===== config.mk =====
export PLATFORM = sky130hd
export DESIGN_NAME = pipe_hazard_ctrl
export DESIGN_NICKNAME = d
export VERILOG_FILES = /design/src/rtl/pipe_hazard_ctrl.sv
export SDC_FILE = /design/constraint.sdc
export NUM_CORES = 1
export LEC_CHECK = 0
export CORE_MARGIN = 10
export CORE_UTILIZATION = 36
export CTS_CLUSTER_SIZE = 12
export DETAILED_ROUTE_END_ITERATION = 8
export PLACE_DENSITY = 0.87
export SKIP_LAST_GASP = 1
export SYNTH_ARGS = -nofsm -noshare
export SYNTH_HDL_FRONTEND = slang
export SYNTH_SLANG_ARGS = --single-unit

===== constraint.sdc =====
create_clock -name clk -period 4.8 [get_ports clk]
set_input_delay 0.96 -clock clk [delete_from_list [all_inputs] [get_ports clk]]
set_output_delay 0.96 -clock clk [all_outputs]
set_load 0.005 [all_outputs]

===== src/rtl/pipe_hazard_ctrl.sv =====
// Pipeline hazard controller: per-stage capture/bubble control for IF/ID, ID/EX, EX/MEM and PC.
// Optional performance counters are built when PIPE_PERF_CNT_EN is defined.
module pipe_hazard_ctrl #(
    parameter int MC_MAX_CYCLES = 64,
    parameter int CNT_W         = 32
) (
    input  logic             clk,
    input  logic             reset,
    input  logic [4:0]       id_rs1_addr,
    input  logic [4:0]       id_rs2_addr,
    input  logic             id_uses_rs1,
    input  logic             id_uses_rs2,
    input  logic [4:0]       ex_rd_addr,
    input  logic             ex_is_load,
    input  logic             ex_branch_taken,
    input  logic             ex_mc_start,
    input  logic             mc_done,
    input  logic             mem_stall,
    output logic             pc_en,
    output logic             if_id_valid,
    output logic             if_id_flush,
    output logic             id_ex_valid,
    output logic             id_ex_flush,
    output logic             ex_mem_valid,
    output logic             ex_mem_flush,
    output logic             mc_busy,
    output logic             mc_timeout,
    output logic [CNT_W-1:0] stall_cycles,
    output logic [CNT_W-1:0] flush_events
);

    localparam int TW = $clog2(MC_MAX_CYCLES + 1);

    typedef enum logic {
        RUN,
        MC_WAIT
    } state_t;

    state_t        state, state_next;
    logic [TW-1:0] mc_cnt, mc_cnt_next;
    logic          timeout_q, timeout_set;
    logic          load_use;

    assign load_use = ex_is_load && (ex_rd_addr != 5'd0) &&
                      ((id_uses_rs1 && (id_rs1_addr == ex_rd_addr)) ||
                       (id_uses_rs2 && (id_rs2_addr == ex_rd_addr)));

    assign mc_busy    = !reset && (state == MC_WAIT);
    assign mc_timeout = !reset && timeout_q;

    always_ff @(posedge clk) begin
        if (reset) begin
            state     <= RUN;
            mc_cnt    <= '0;
            timeout_q <= 1'b0;
        end else begin
            state  <= state_next;
            mc_cnt <= mc_cnt_next;
            if (timeout_set)
                timeout_q <= 1'b1;
        end
    end

    always_comb begin
        state_next   = state;
        mc_cnt_next  = mc_cnt;
        timeout_set  = 1'b0;
        pc_en        = 1'b0;
        if_id_valid  = 1'b0;
        if_id_flush  = 1'b0;
        id_ex_valid  = 1'b0;
        id_ex_flush  = 1'b0;
        ex_mem_valid = 1'b0;
        ex_mem_flush = 1'b0;
        if (reset) begin
            if_id_flush  = 1'b1;
            id_ex_flush  = 1'b1;
            ex_mem_flush = 1'b1;
        end else begin
            case (state)
                RUN: begin
                    // A memory freeze leaves every output low so all stages hold.
                    if (mem_stall) begin
                    end else if (ex_mc_start) begin
                        state_next   = MC_WAIT;
                        mc_cnt_next  = TW'(1);
                        ex_mem_flush = 1'b1;
                    end else if (ex_branch_taken) begin
                        pc_en        = 1'b1;
                        if_id_flush  = 1'b1;
                        id_ex_flush  = 1'b1;
                        ex_mem_valid = 1'b1;
                    end else if (load_use) begin
                        id_ex_flush  = 1'b1;
                        ex_mem_valid = 1'b1;
                    end else begin
                        pc_en        = 1'b1;
                        if_id_valid  = 1'b1;
                        id_ex_valid  = 1'b1;
                        ex_mem_valid = 1'b1;
                    end
                end
                MC_WAIT: begin
                    if (mem_stall) begin
                    end else if (mc_done) begin
                        pc_en        = 1'b1;
                        if_id_valid  = 1'b1;
                        id_ex_valid  = 1'b1;
                        ex_mem_valid = 1'b1;
                        state_next   = RUN;
                        mc_cnt_next  = '0;
                    end else if (mc_cnt == TW'(MC_MAX_CYCLES)) begin
                        // Abort: drop the stuck result and let the pipe advance.
                        timeout_set  = 1'b1;
                        state_next   = RUN;
                        mc_cnt_next  = '0;
                        pc_en        = 1'b1;
                        if_id_valid  = 1'b1;
                        id_ex_valid  = 1'b1;
                        ex_mem_flush = 1'b1;
                    end else begin
                        ex_mem_flush = 1'b1;
                        mc_cnt_next  = mc_cnt + TW'(1);
                    end
                end
                default: state_next = RUN;
            endcase
        end
    end

`ifdef PIPE_PERF_CNT_EN
    logic [CNT_W-1:0] stall_q, flush_q;

    always_ff @(posedge clk) begin
        if (reset) begin
            stall_q <= '0;
            flush_q <= '0;
        end else begin
            if (!pc_en)
                stall_q <= stall_q + CNT_W'(1);
            if (if_id_flush)
                flush_q <= flush_q + CNT_W'(1);
        end
    end

    assign stall_cycles = stall_q;
    assign flush_events = flush_q;
`else
    assign stall_cycles = '0;
    assign flush_events = '0;
`endif

endmodule


==> results of run 1 <==
## cells in the final DEF, fill, tap and decap left out, drive strengths merged
| cell | synthesis | routed |
|---|---|---|
| xor2 | 1 | 1 |
| a32oi | 1 | 1 |
| a41oi | 1 | 1 |
| a211oi | 4 | 4 |
| nand4 | 3 | 3 |
| nor2 | 12 | 12 |
| o21ba | 1 | 1 |
| clkdlybuf4s50 | 0 | 32 |
| conb | 1 | 64 |
| a21o | 2 | 2 |
| or4b | 1 | 1 |
| nor3 | 3 | 3 |
| inv | 7 | 7 |
| o21bai | 1 | 1 |
| or3 | 1 | 1 |
| a21oi | 5 | 5 |
| nand3b | 1 | 1 |
| nand2b | 1 | 1 |
| o21ai | 3 | 3 |
| and3 | 3 | 3 |
| nor4b | 1 | 1 |
| o21a | 1 | 1 |
| nand3 | 1 | 1 |
| a31oi | 1 | 1 |
| nand2 | 7 | 7 |
| or4 | 1 | 1 |
| o211ai | 1 | 1 |
| xnor2 | 13 | 13 |
| nor4 | 1 | 1 |
| clkbuf | 1 | 4 |
| dfxtp | 9 | 9 |
| o22ai | 1 | 1 |
| ha | 2 | 2 |
| nor2b | 2 | 2 |
## critical path, cell delays in order
cell                              delay (ps)
sky130_fd_sc_hd__clkdlybuf4s50_1         460
sky130_fd_sc_hd__or4_1                   560
sky130_fd_sc_hd__o21ai_2                 170
sky130_fd_sc_hd__a21oi_1                  60
sky130_fd_sc_hd__a211oi_1                360
sky130_fd_sc_hd__clkdlybuf4s50_1         590
## path summary, 6_finish.rpt
path | start | end | depth (start not counted)
setup reg to reg | mc_cnt[4] | mc_cnt[4] | 4
hold / removal | timeout_q | timeout_q | 2
setup / recovery | ex_rd_addr[1] | id_ex_valid | 6
hold reg to reg | timeout_q | timeout_q | 2
## sequential cells by signal, summed over array words and instances, names as in the netlist
signal     cells
state          1
mc_cnt         7
timeout_q      1
## cell families after synthesis
kind of cell | share of synthesized area [%]
AO/OA/AOI/OAI | 12.6
AND/OR/NAND/NOR | 16.7
XOR/XNOR | 10.2
adder cells (fa/ha/maj) | 2.08
buffers and inverters | 43.1
other | 0.312
flip-flops | 15.0
## through the flow
stage / cells / worst slack (ps) / util, %
global placement: 232 / 725 / 42.2
global route: 236 / 557 / 43.1
floorplan: 222 / 1650 / -
CTS: 236 / 655 / 43.1
detailed placement: 232 / 682 / 42.2
finish: 236 / 679 / 43.1
## cell type report
| type | count | area (um2) |
|---|---|---|
| repair buffers | 32 | 320 |
| multi-input cells | 140 | 739 |
| flip-flops and latches | 9 | 180 |
| well taps | 44 | 55.1 |
| fillers | 335 | 1780 |
| clock buffers | 4 | 26.3 |
| inverters | 7 | 26.3 |
## routing by layer
metal	global-route usage, %	up-vias	wire length (um)
li1	-	465	-
met1	7.62	415	935
met2	16.1	54	1520
met3	7.14	2	435
met4	2.37	0	12
met5	0	-	0
## power groups by stage
| stage | clock, mW | sequential, mW | combinational, mW |
|---|---|---|---|
| after floorplan | 0 | 0.0795 | 0.0753 |
| after global placement | 0 | 0.0800 | 0.0713 |
| after detailed placement | 0 | 0.0800 | 0.0719 |
| after CTS | 0.0646 | 0.0783 | 0.0723 |
| after global routing | 0.0702 | 0.0787 | 0.0831 |
| final | 0.0622 | 0.0784 | 0.0745 |
==> results list, run 1 <==
- Maximum net fanout on the critical path: 3
- The cell sitting at the root of the clock tree is a sky130_fd_sc_hd__clkbuf_4.
- The first routing iteration left 24 violations.
- Setup repair after global routing left no endpoint under its margin.
- Total core area: roughly 3100 um2
- Clock Latency Late Sink: about 270 ps
- Switching Fraction: 32.8%
- Detailed placement ended at an HPWL of ~2.6 mm.
* Crit path capture type: output port
- Count of mapped cells out of synthesis: ~160
- Adding up every negative setup slack in the final design gives 0 ps.
- STA classifies the critical path startpoint as an input port.
- Crit path required time: approximately 3800 ps
- The tree built by TritonCTS fans out to 9 sinks.
- In this run the vertical extent of the chip is 77.8 um.
- Setup violation total in the final timing report: 0
- Int Pwr: 0.144 mW
- Type of the most critical hold path: reg -> reg
- The post-route netlist has under 10% of its cells at a drive strength greater than 1.
- In this run the number of H-tree levels came out at 1.
* Peak supply drop: approximately 0.069 mV
- DR vias/cell: roughly 4.0
- Post-route fraction of the period consumed by the critical path: a little under nine tenths
- The floorplan has 20 rows.
- The placed instances occupy a cell area of between 1000 and 1500 um2.
- Once the floorplan was initialized, standard cells occupied about two fifths of the core.
- The most used flip-flop cell after synthesis is sky130_fd_sc_hd__dfxtp_1.
* Final GP Congestion: just under 0.8
* Global-route total usage across every layer: 9.02%
- The final layout contains 219 nets.
- Once the clock tree was built, the setup fixing pass inserted 0 buffers.
* Max-cap violations: 0
- Maximum achievable frequency: around 240 MHz
* Maximum count of clock buffers along a single path: 2
* Status: complete, no violations
- Power spread over the standard cell area amounts to between 150 and 200 nW/um2.
* Synth top area share: a little over 40%
- TritonCTS clock tree: done
- Count of pins on the block boundary: 97
- DRC violation count after routing: 0
- The floorplan step defined a die boundary enclosing roughly 6000 um2.
- After clock tree synthesis, the flow added hold-fix buffers numbering 0.
- Once detail routing completed, the nets flagged for antenna violations numbered 0.
- The analysis attributes to cell leakage a power of 0.590 nW.
- Total power for the finished layout comes to 0.215 mW.
- Proportion of power drawn by combinational gates: between 30% and 40%
- Detailed-router iteration count before antenna repair: 3
- STA puts the critical path data arrival time at around 3200 ps.
- Cell accounting for the most synthesized area: sky130_fd_sc_hd__buf_4
* Library cell with the highest instance count after synthesis: sky130_fd_sc_hd__buf_4
- The final number of hold-violating endpoints came to 0.
* Number of warnings printed during yosys synthesis: 0
- Synthesized cell area: 1200 um2
- Detailed-route wire length: between 2 and 3 mm
- Across the routed clock network, the largest skew measured is roughly 3.4 ps.
- Summing all non-filler instances in the final layout gives an area of ~1300 um2.
- Global-route congestion overflow total: 0
- Synthesized flop and latch total: 9
- Count of vias placed by the detailed router: 936
- Number of synthesized flops with an enable pin: 0
* Worst setup slack for register-to-register paths: about 3200 ps
- Layout Area Growth over Synthesis: 12.2%
* Global-route wire length before repair: 4.62 mm
- Count of inserted antenna diode cells: 0
- The commonest cells after synthesis are 65 x sky130_fd_sc_hd__buf_4, 13 x sky130_fd_sc_hd__xnor2_1, 12 x sky130_fd_sc_hd__nor2_1.
- The number of pins exceeding their max-slew limit in the final report is 0.
- Number of antenna violations at the first check in global routing: 0
- Async SR Flop Fraction: 0%
- A synthesized cell averages around 7.6 um2.
- The critical path in this run is classified as in -> out.
- Post-CTS resize count: 0
- Synth area leaders: sky130_fd_sc_hd__buf_4 41%, sky130_fd_sc_hd__dfxtp_1 15%, sky130_fd_sc_hd__xnor2_1 9.5%
* Share of synthesized area occupied by flip-flops and latches: between 10% and 20%
* Seq pwr share: a little over a third
* TritonCTS buffer count: 3
* Number of distinct library cell variants in the gate-level netlist after synthesis: 36
- Clock share of power: about 29%
* Clock transition at the register clock pins on the worst setup and hold paths after CTS: ~70 ps
- The routed design could run at a clock period as short as 4120 ps.
- The die is 77.8 um wide.
* IO buf count: 32
- Net switching power: 0.0706 mW
- Vias in the first global route: just over 1000
* WL/cell: between 10 and 15 um
- Worst-case hold slack: approximately 480 ps
- Entering global routing, the biggest net connects 11 pins.
Note: power is estimated with default switching activity, not from simulation.
==> inputs of run 2 (changes only) <==
--- a/config.mk
+++ b/config.mk
@@ -9,7 +9,8 @@
 export CORE_UTILIZATION = 36
 export CTS_CLUSTER_SIZE = 12
 export DETAILED_ROUTE_END_ITERATION = 8
-export PLACE_DENSITY = 0.87
+export PLACE_DENSITY = 0.89
+export RECOVER_POWER = 50
 export SKIP_LAST_GASP = 1
 export SYNTH_ARGS = -nofsm -noshare
 export SYNTH_HDL_FRONTEND = slang
==> run 2 against run 1 <==
Fmax grew 0.55%. Design area unchanged. Flip-flop and latch count did not move. Worst setup slack improved by 23 ps. Clock skew shrank 2.2 ps. Combinational power hardly changed. Hold slack got worse by 0.82 ps. Critical endpoint is now if_id_valid. Highest routed layer unchanged.
==> results list, run 2 (synthesis gave the netlist of run 1 again) <==
- After routing, the total negative slack on setup checks comes to 0 ps.
* Proportion of power drawn by combinational gates: between 30% and 40%
* Placed insts: between 200 and 250
* Worst setup slack for register-to-register paths: 3050 ps
* Switching Fraction: approximately a third
- The final number of hold-violating endpoints was 0.
- The clock reaches the later pin of the worst-skew pair after between 200 and 300 ps.
- Clock tree synthesis selected as its root buffer the cell sky130_fd_sc_hd__clkbuf_4.
* Largest regs: mc_cnt (7), state (1), timeout_q (1)
* Final max-slew violation count: 0
- The worst setup path is launched from an input port.
- The library cells used most frequently in the layout, excluding fill and tap cells, are 64 x sky130_fd_sc_hd__conb_1, 31 x sky130_fd_sc_hd__clkdlybuf4s50_1, 13 x sky130_fd_sc_hd__xnor2_1.
- The run finished with clean final reports.
- For this design, the CTS-stage hold fixing added 0 buffers.
* DRC violation count after routing: 0
* Crit path cell chain: dlygate4sd3_1 > or3_2 > nor2_1 > a21oi_1 > a211oi_1 > clkdlybuf4s50_1
- Routability-driven placement finished with a final weighted congestion of 0.828.
- The first global-routing pass estimated roughly 4.7 mm of wire.
* Met1 Use GR: 7.41%
- At the worst endpoint, the required time is approximately 3800 ps.
* HPWL reported at the end of detailed placement: 2.57 mm
- After layout, the minimum clock period comes to about 4100 ps.
- For this run, the number of standard cells in the final layout without fillers is 236.
- Setup violation total in the final timing report: 0
* Maximum net fanout on the critical path: 8
* Crit path capture type: output port
- Critical path startpoint: mem_stall
- Count of inserted antenna diode cells: 0
- Port buffering added 32 buffers.
- Global-route congestion overflow total: 0
- The critical path is of the in -> out type.
* TritonCTS clock tree: done
- Depth of the CTS H-tree: 1
* Maximum count of clock buffers along a single path: 2
* Peak supply drop: 0.108 mV
* Antenna-violating nets left: 0
* Standard-cell row count: 20
* Post-CTS setup repair buffer count: 0
- Total core area: 3130 um2
- Net switching power: 0.0694 mW
- The final layout contains 219 nets.
- Leakage power: 0.596 nW
- Max-cap violations: 0
- The clock drives 9 sinks.
- The initial utilization of the core area, before any placement, comes to between 30% and 40%.
- Die Ht: about 78 um
* Detailed Route Iter0 Violations: 27
* Most Crowded Layer GR: met2
- Data on the critical path arrives at its endpoint at approximately 3100 ps.
- Detailed-router iteration count before antenna repair: 4
- After clock tree synthesis, the repair step resized 0 gates.
* Die ar.: about 6000 um2
* Cell area power density: 158 nW/um2
- Buffers inserted during clock tree synthesis total 3.
- The detailed router placed 945 vias in this run.
- 97 I/O pins were placed.
- Maximum achievable frequency: about 240 MHz
- Slew at the pin closest to its max-slew limit: ~520 ps
* Vias in the first global route: a little over 1000
- Worst setup endpoint: if_id_valid
* Largest Register: mc_cnt
* DR vias/cell: approximately 4.0
* Most common cell after layout, fill and taps aside: sky130_fd_sc_hd__conb_1
- Between clock sinks in the finished design, the worst skew comes to between 1 and 1.5 ps.
- Clock transition at the register clock pins on the worst setup and hold paths after CTS: ~60 ps
* Int Pwr: between 0.1 and 0.15 mW
* Met2 Usage GRT: between 10% and 20%
* Flip-flop count of the largest register after layout: 7
- Global routing usage on met3: between 7 and 8%
- Global-route total usage across every layer: under 10%
- Dividing the detail-routed wire length by the instance count gives 12.2 um.
* R2R Path Start: mc_cnt[4]
- For this block, the routed nets add up to between 2 and 3 mm of wire.
* Master of the slowest instance on the critical path: sky130_fd_sc_hd__dlygate4sd3_1
- Sequential cells burn a little under two fifths of the power.
* Number of antenna violations at the first check in global routing: 0
- In this run the horizontal extent of the chip is 77.8 um.
- Clock share of power: between 20% and 30%
- For this run, the slowest stage of the critical path takes 640 ps.
* Layout Area Growth over Synthesis: 12.2%
- Maximum number of pins on one net before global-route repair: 11
- Type of the most critical hold path: reg -> reg
- Counting cells, the worst reg-to-reg path comes to 4.
- In the finished design, the share of the clock period the worst path needs comes to a little under nine tenths.
* Worst reg2reg endpoint: mc_cnt[3]
- RSZ-0062 raised after global routing: false
- Headroom to the max-slew limit came out at roughly 65%.
* Proportion of layout cells with a drive suffix above 1: ~3.1%
[run 2: per-layer routing]
layer / vias up / share of wire, %
met3: 4 / 15
met1: 414 / 33
met2: 58 / 51
met5: - / 0
met4: 0 / 0.69
li1: 469 / -
[run 2: metrics by stage]
step                worst slack [ps]  hold slack, ps  cell area (um2)  power, mW  util (%)
floorplan                       1650             432             1440      0.155         -
finish                           702             475             1350      0.214      43.1
detailed placement               696             462             1320      0.152      42.2
global route                     548             524             1350      0.231      43.1
CTS                              673             480             1350      0.213      43.1
global placement                 744             453             1320      0.151      42.2
[run 2: power groups by stage]
| stage | Combinational [mW] | Sequential (mW) | Clock (mW) |
|---|---|---|---|
| 3_5_place_dp | 0.0722 | 0.0800 | 0 |
| 4_1_cts | 0.0726 | 0.0783 | 0.0620 |
| 6_report | 0.0744 | 0.0783 | 0.0608 |
| 5_1_grt | 0.0844 | 0.0787 | 0.0678 |
| 2_1_floorplan | 0.0753 | 0.0795 | 0 |
| 3_3_place_gp | 0.0711 | 0.0800 | 0 |
[run 2: worst min path at each step]
stage	startpoint	endpoint	slack (ps)	cells past startpoint
2_1_floorplan	timeout_q	timeout_q	430	2
3_3_place_gp	timeout_q	timeout_q	450	2
3_5_place_dp	timeout_q	timeout_q	460	2
4_1_cts	timeout_q	timeout_q	480	2
5_1_grt	timeout_q	timeout_q	520	2
6_report	timeout_q	timeout_q	470	2
[run 2: final cells by class]
cell class | count | area, um2
Timing Repair Buffer | 32 | 320
Clock buffer | 4 | 26.3
Inverter | 7 | 26.3
Multi-Input combinational cell | 140 | 739
Tap cell | 44 | 55.1
Sequential cell | 9 | 180
Fill cell | 343 | 1780
[run 2: critical path: cells and delay by family]
family                 cells  cell delay [ps]
buffers and inverters      2             1220
and+or+nand+nor            2              600
AOI/OAI and AO/OA          2              370
==> inputs of run 3 (changes only) <==
--- a/config.mk
+++ b/config.mk
@@ -7,7 +7,6 @@
 export LEC_CHECK = 0
 export CORE_MARGIN = 10
 export CORE_UTILIZATION = 36
-export CTS_CLUSTER_SIZE = 12
 export DETAILED_ROUTE_END_ITERATION = 8
 export PLACE_DENSITY = 0.89
 export RECOVER_POWER = 50
==> results of run 3 <==
The final DEF is identical to that of run 2; final timing and power are the same.
